## config.mk

```make
export PLATFORM = sky130hd
export DESIGN_NAME = matrix_result_serializer_flat
export DESIGN_NICKNAME = d
export VERILOG_FILES = /design/src/rtl/matrix_result_serializer_if.sv /design/src/rtl/matrix_result_serializer.sv /design/src/flat_wrapper.sv
export SDC_FILE = /design/constraint.sdc
export NUM_CORES = 1
export LEC_CHECK = 0
export CELL_PAD_IN_SITES_DETAIL_PLACEMENT = 1
export CELL_PAD_IN_SITES_GLOBAL_PLACEMENT = 1
export CORE_UTILIZATION = 37
export CTS_CLUSTER_SIZE = 12
export DETAILED_ROUTE_END_ITERATION = 8
export HOLD_SLACK_MARGIN = 0.15
export PLACE_DENSITY = 0.74
export SLEW_MARGIN = 20
export SYNTH_ARGS = -nofsm -noshare
export SYNTH_HDL_FRONTEND = slang
export SYNTH_SLANG_ARGS = --single-unit
```

## constraint.sdc

```tcl
create_clock -name clk -period 1.8 [get_ports clk]
set_input_delay 0.27 -clock clk [delete_from_list [all_inputs] [get_ports clk]]
set_output_delay 0.27 -clock clk [all_outputs]
set_load 0.1 [all_outputs]
```

## src/rtl/matrix_result_serializer_if.sv

```systemverilog
// matrix_result_serializer_if: packed-matrix input stream, element output stream and status.
// The master modport is the surrounding environment; the slave modport is the serializer.
interface matrix_result_serializer_if #(
    parameter int ELEM_W = 4
);
    logic                  in_valid;
    logic                  in_ready;
    logic [4*ELEM_W-1:0]   in_mat;
    logic                  out_valid;
    logic                  out_ready;
    logic [ELEM_W-1:0]     out_data;
    logic [1:0]            out_idx;
    logic                  out_last;
    logic                  busy;
    logic [7:0]            mat_cnt;

    modport master (
        output in_valid, in_mat, out_ready,
        input  in_ready, out_valid, out_data, out_idx, out_last, busy, mat_cnt
    );

    modport slave (
        input  in_valid, in_mat, out_ready,
        output in_ready, out_valid, out_data, out_idx, out_last, busy, mat_cnt
    );
endinterface

```

## src/rtl/matrix_result_serializer.sv

```systemverilog
// matrix_result_serializer: buffers up to two packed 2x2 matrices and emits one tagged element per beat.
// Define MATRIX_SER_COL_MAJOR_EN to emit in column-major order (c11, c21, c12, c22).
module matrix_result_serializer #(
    parameter int ELEM_W = 4
) (
    input logic                       clk,
    input logic                       rst_n,
    matrix_result_serializer_if.slave bus
);
    localparam int MAT_W = 4 * ELEM_W;

    typedef enum logic {
        IDLE = 1'b0,
        SEND = 1'b1
    } state_t;

    state_t            state_q, state_d;
    logic [MAT_W-1:0]  hold_q, hold_d;
    logic [MAT_W-1:0]  pend_q, pend_d;
    logic              pend_v_q, pend_v_d;
    logic [1:0]        beat_q, beat_d;
    logic [7:0]        mat_cnt_q, mat_cnt_d;

    logic              hold_v;
    logic              in_fire;
    logic              out_fire;
    logic              last_fire;
    logic [1:0]        elem_idx;
    logic [ELEM_W-1:0] elem_data;

    assign hold_v    = (state_q == SEND);
    assign in_fire   = bus.in_valid & ~pend_v_q;
    assign out_fire  = hold_v & bus.out_ready;
    assign last_fire = out_fire & (beat_q == 2'd3);

`ifdef MATRIX_SER_COL_MAJOR_EN
    // Swapping the beat bits walks c11, c21, c12, c22 while still yielding the true {row, col}.
    assign elem_idx = {beat_q[0], beat_q[1]};
`else
    assign elem_idx = beat_q;
`endif

    always_comb begin
        elem_data = hold_q[MAT_W-1 -: ELEM_W];
        case (elem_idx)
            2'd0:    elem_data = hold_q[4*ELEM_W-1 -: ELEM_W];
            2'd1:    elem_data = hold_q[3*ELEM_W-1 -: ELEM_W];
            2'd2:    elem_data = hold_q[2*ELEM_W-1 -: ELEM_W];
            default: elem_data = hold_q[ELEM_W-1 -: ELEM_W];
        endcase
    end

    always_comb begin
        state_d   = state_q;
        hold_d    = hold_q;
        pend_d    = pend_q;
        pend_v_d  = pend_v_q;
        beat_d    = beat_q;
        mat_cnt_d = mat_cnt_q;

        case (state_q)
            IDLE: begin
                if (in_fire) begin
                    hold_d  = bus.in_mat;
                    beat_d  = 2'd0;
                    state_d = SEND;
                end
            end
            SEND: begin
                if (out_fire) begin
                    beat_d = beat_q + 2'd1;
                end
                if (last_fire) begin
                    mat_cnt_d = mat_cnt_q + 8'd1;
                    // A pending matrix has priority; in_ready is low then, so no input can collide.
                    if (pend_v_q) begin
                        hold_d   = pend_q;
                        pend_v_d = 1'b0;
                        beat_d   = 2'd0;
                    end else if (in_fire) begin
                        hold_d = bus.in_mat;
                        beat_d = 2'd0;
                    end else begin
                        state_d = IDLE;
                    end
                end else if (in_fire) begin
                    pend_d   = bus.in_mat;
                    pend_v_d = 1'b1;
                end
            end
            default: state_d = IDLE;
        endcase
    end

    always_ff @(posedge clk or negedge rst_n) begin
        if (!rst_n) begin
            state_q   <= IDLE;
            hold_q    <= '0;
            pend_q    <= '0;
            pend_v_q  <= 1'b0;
            beat_q    <= 2'd0;
            mat_cnt_q <= 8'd0;
        end else begin
            state_q   <= state_d;
            hold_q    <= hold_d;
            pend_q    <= pend_d;
            pend_v_q  <= pend_v_d;
            beat_q    <= beat_d;
            mat_cnt_q <= mat_cnt_d;
        end
    end

    assign bus.in_ready  = ~pend_v_q;
    assign bus.out_valid = hold_v;
    assign bus.out_data  = elem_data;
    assign bus.out_idx   = elem_idx;
    assign bus.out_last  = hold_v & (beat_q == 2'd3);
    assign bus.busy      = hold_v | pend_v_q;
    assign bus.mat_cnt   = mat_cnt_q;
endmodule

```

## src/flat_wrapper.sv

```systemverilog
// flat-port wrapper written by rule: the top's interface ports become plain ports
module matrix_result_serializer_flat 
#(
    parameter int ELEM_W = 4
)
  (clk, rst_n, bus_in_valid, bus_in_mat, bus_out_ready, bus_in_ready, bus_out_valid, bus_out_data, bus_out_idx, bus_out_last, bus_busy, bus_mat_cnt);
  matrix_result_serializer_if #(.ELEM_W(ELEM_W)) bus_i ();
  input logic clk;
  input logic rst_n;
  input wire logic [$bits(bus_i.in_valid)-1:0] bus_in_valid;
  input wire logic [$bits(bus_i.in_mat)-1:0] bus_in_mat;
  input wire logic [$bits(bus_i.out_ready)-1:0] bus_out_ready;
  output wire logic [$bits(bus_i.in_ready)-1:0] bus_in_ready;
  output wire logic [$bits(bus_i.out_valid)-1:0] bus_out_valid;
  output wire logic [$bits(bus_i.out_data)-1:0] bus_out_data;
  output wire logic [$bits(bus_i.out_idx)-1:0] bus_out_idx;
  output wire logic [$bits(bus_i.out_last)-1:0] bus_out_last;
  output wire logic [$bits(bus_i.busy)-1:0] bus_busy;
  output wire logic [$bits(bus_i.mat_cnt)-1:0] bus_mat_cnt;
  assign bus_i.in_valid = bus_in_valid;
  assign bus_i.in_mat = bus_in_mat;
  assign bus_i.out_ready = bus_out_ready;
  assign bus_in_ready = bus_i.in_ready;
  assign bus_out_valid = bus_i.out_valid;
  assign bus_out_data = bus_i.out_data;
  assign bus_out_idx = bus_i.out_idx;
  assign bus_out_last = bus_i.out_last;
  assign bus_busy = bus_i.busy;
  assign bus_mat_cnt = bus_i.mat_cnt;
  matrix_result_serializer #(.ELEM_W(ELEM_W)) u_core (.clk(clk), .rst_n(rst_n), .bus(bus_i));
endmodule
```

==> run summary <==
Leak: 0.00144 uW
clock sinks: 44
DIE WIDTH: 76.2 um
hold-critical path endpoint: u_core.pend_q[13]
Post-Syn Area: 2040 um^2
Place WS: -96.6 ps
Final setup viols: 38
largest cells by area after synthesis: dfrtp_1, mux2_4, a2bb2oi_1, o22ai_1, mux2_2
drt drc: 0
CTS Buf Count: 5
Reg area: 1110 um^2
hold depth: 1
initial core utilization: 39.2%
Worst R2R End: u_core.pend_q[8]
failing checks: negative setup slack
routed length per instance: 22.5 um
crit path DAT: 1860 ps
total iterations of the first detailed-routing run: 4
Unique masters post-synth: 31
fmax: 469 MHz
fin nets: 255
fin crit period: 2130 ps
fin crit share: 118%
Finished Cell Area: 3220 um^2
area of the multi-input gates: 1020 um^2
Setup Skew: 5.87 ps
Yosys warning count: 0
Detailed Route WL: 6740 um
final hold violation count: 0
Core Area: 5200 um^2
layout cells sized above 1: 44.3%
ant diodes: 0
unrepaired setup endpoints after global routing: true
Critical Path RT: 1530 ps
worst setup margin: -331 ps
crit end category: primary output
Clock Tree Buf Depth: 2
Worst VDD drop: 0.00164 V
sequential share of the synthesized area: 54.0%
vias per cell: 5.41
DP Wirelength: 4220 um
vias in the first global route: 1871
Filler cells: 506
CP max FO: 4
CTS clock-pin slew for the worst setup and hold paths: 80 ps
Power Density: 2220 nW/um^2
overall power: 7160 uW
R2R cell count: 8
vias post-DR: 1624
largest net degree at the start of global routing: 32
io pins: 38
gr usage total: 23.1%
Rows: 26
Reg2Reg Setup Slack: -270 ps
Setup crit start kind: register
Yosys top cell by area: dfrtp_1
Hold Path Origin: u_core.pend_q[13]
Remaining Overflow, GRT: 0
initial antenna violation count: 0
TritonCTS clock tree: yes
worst setup path class: register to primary output
top-area cell type share of the netlist area: 54.0%
gpl congestion: 0.766
CTS root buf: clkbuf_8
first-pass GRT wire length: 10300 um
max-cap check violation count: 0
I/O Buffers: 37
Avg Cell Area, Syn: 12.6 um^2
synthesis-to-finish area growth: 57.9%
outcome: finished, violations left
clk_lat worst skew: 310 ps
Final Max Slew Viols: 0
Synth Register Bits: 44
CTS HTree Levels: 2
Synth Instances: 162
Final ANT Viol Nets: 0
FF-to-FF Start: u_core.bus.out_idx[1]
Min-Delay Path Class: register to register
Syn Nets: 188
CP startpoint: u_core.bus.out_idx[0]
Area after DPL: 2850 um^2
Worst slew margin: 51.0%
Iter 0 DRT Violations: 107
die area: 5810 um^2
worst-margin pin slew: 735 ps
chip height: 76.2 um
## Yosys cell counts
cell type and n:
a21bo_1 1, a21boi_0 1, a21boi_2 1, a222oi_1 4, a2bb2oi_1 15, and2_1 1
buf_1 1, buf_2 4, buf_6 2, clkbuf_1 3, dfrtp_1 44, ha_1 6
inv_1 8, mux2_2 7, mux2_4 10, mux2i_1 4, nand2_1 8, nand2b_1 1
nand3_1 3, nand4_1 2, nor2_1 2, nor3_1 2, nor4_1 1, o211ai_1 1
o21ai_0 3, o22ai_1 17, o2bb2a_1 1, or2_1 1, or2_2 1, xnor2_1 2
xor2_1 5
## layer usage
| metal | vias up | part of all wire [%] | track usage (%) |
|---|---|---|---|
| li1 | 736 | - | - |
| met5 | - | 0 | 0 |
| met3 | 15 | 2.6 | 3.47 |
| met1 | 833 | 40 | 28.4 |
| met4 | 0 | 2.9 | 7.50 |
| met2 | 40 | 54 | 41.4 |
## worst max-delay path, cell delays in order, from the launching register on
cell	delay (ps)
dfrtp_4	470
inv_2	80
ha_4	180
a222oi_1	390
buf_4	190
mux2i_4	70
buf_12	180
## cells by family after synthesis
kind of cell	Yosys count	share of synthesized area (%)
AOI/OAI and AO/OA	44	16.6
adders and majority gates	6	3.68
and+or+nand+nor	22	5.22
buffers and inverters	18	4.29
muxes	21	13.2
xor gates and xnor gates	7	3.01
DFF	44	54.0
## stage by stage
stage	std cells	hold WS [ps]	util (%)	setup TNS [ps]
CTS	295	521	59.1	-5790
global route	300	543	61.9	-8630
finish	300	520	61.9	-7190
global placement	281	344	54.8	-70.2
floorplan	162	-25.6	-	-3590
detailed placement	281	370	54.8	-676
## state kept, by name, summed over array words and instances, names as in the netlist
signal	count
u_core.pend_v_q	1
u_core.bus.mat_cnt	8
u_core.bus.out_idx	2
u_core.pend_q	16
u_core.bus.out_valid	1
u_core.hold_q	16
## worst max path at each step
stage                                  to  slack (ps)  cells past startpoint
floorplan               u_core.pend_q[10]        -240                      7
global placement         u_core.pend_q[5]          -8                      6
detailed placement  u_core.bus.mat_cnt[7]        -100                      5
CTS                       bus_out_data[0]        -320                      6
global route              bus_out_data[3]        -380                      6
finish                    bus_out_data[3]        -330                      6
## what timing repair did
| item | 4_1_cts | 5_1_grt |
|---|---|---|
| endpoints found under the setup margin | 20 | 44 |
| setup buffers | 6 | 8 |
| hold buffers | 1 | 0 |
| hold endpoints to repair | 29 | 0 |
| pin swaps | 5 | 7 |
| gates resized for setup | 14 | 26 |
## area by class of cell
| class | count | area share (%) |
|---|---|---|
| flip-flops and latches | 44 | 34.5 |
| multi-input cells | 100 | 31.6 |
| repair buffers | 70 | 26.4 |
| well taps | 70 | 2.72 |
| clock buffers | 6 | 2.57 |
| clock inverters | 2 | 1.20 |
| inverters | 8 | 1.01 |
## cell usage in the layout (no fill, tap or decap), types with 2 or more instances in the layout
master	Yosys	layout
dfrtp_2	0	2
a2bb2oi_2	0	2
ha_4	0	4
o21ai_0	3	2
a222oi_1	4	4
dfrtp_1	44	40
nand2_1	8	8
nand4_1	2	2
a2bb2oi_1	15	13
buf_4	0	20
clkdlybuf4s50_1	0	18
dfrtp_4	0	2
buf_6	2	10
clkbuf_8	0	6
mux2_2	7	6
nand3_1	3	2
buf_12	0	18
buf_8	0	2
inv_1	8	6
mux2_4	10	11
o22ai_1	17	17
xnor2_1	2	2
xor2_1	5	5
mux2i_4	0	4
nor2_1	2	2
## power breakdown
| part | internal [uW] | total, uW | switching, uW |
|---|---|---|---|
| logic | 2010 | 4480 | 2470 |
| registers | 1450 | 1870 | 417 |
| clock network | 454 | 814 | 360 |
Power figures use the tool's default switching activity.
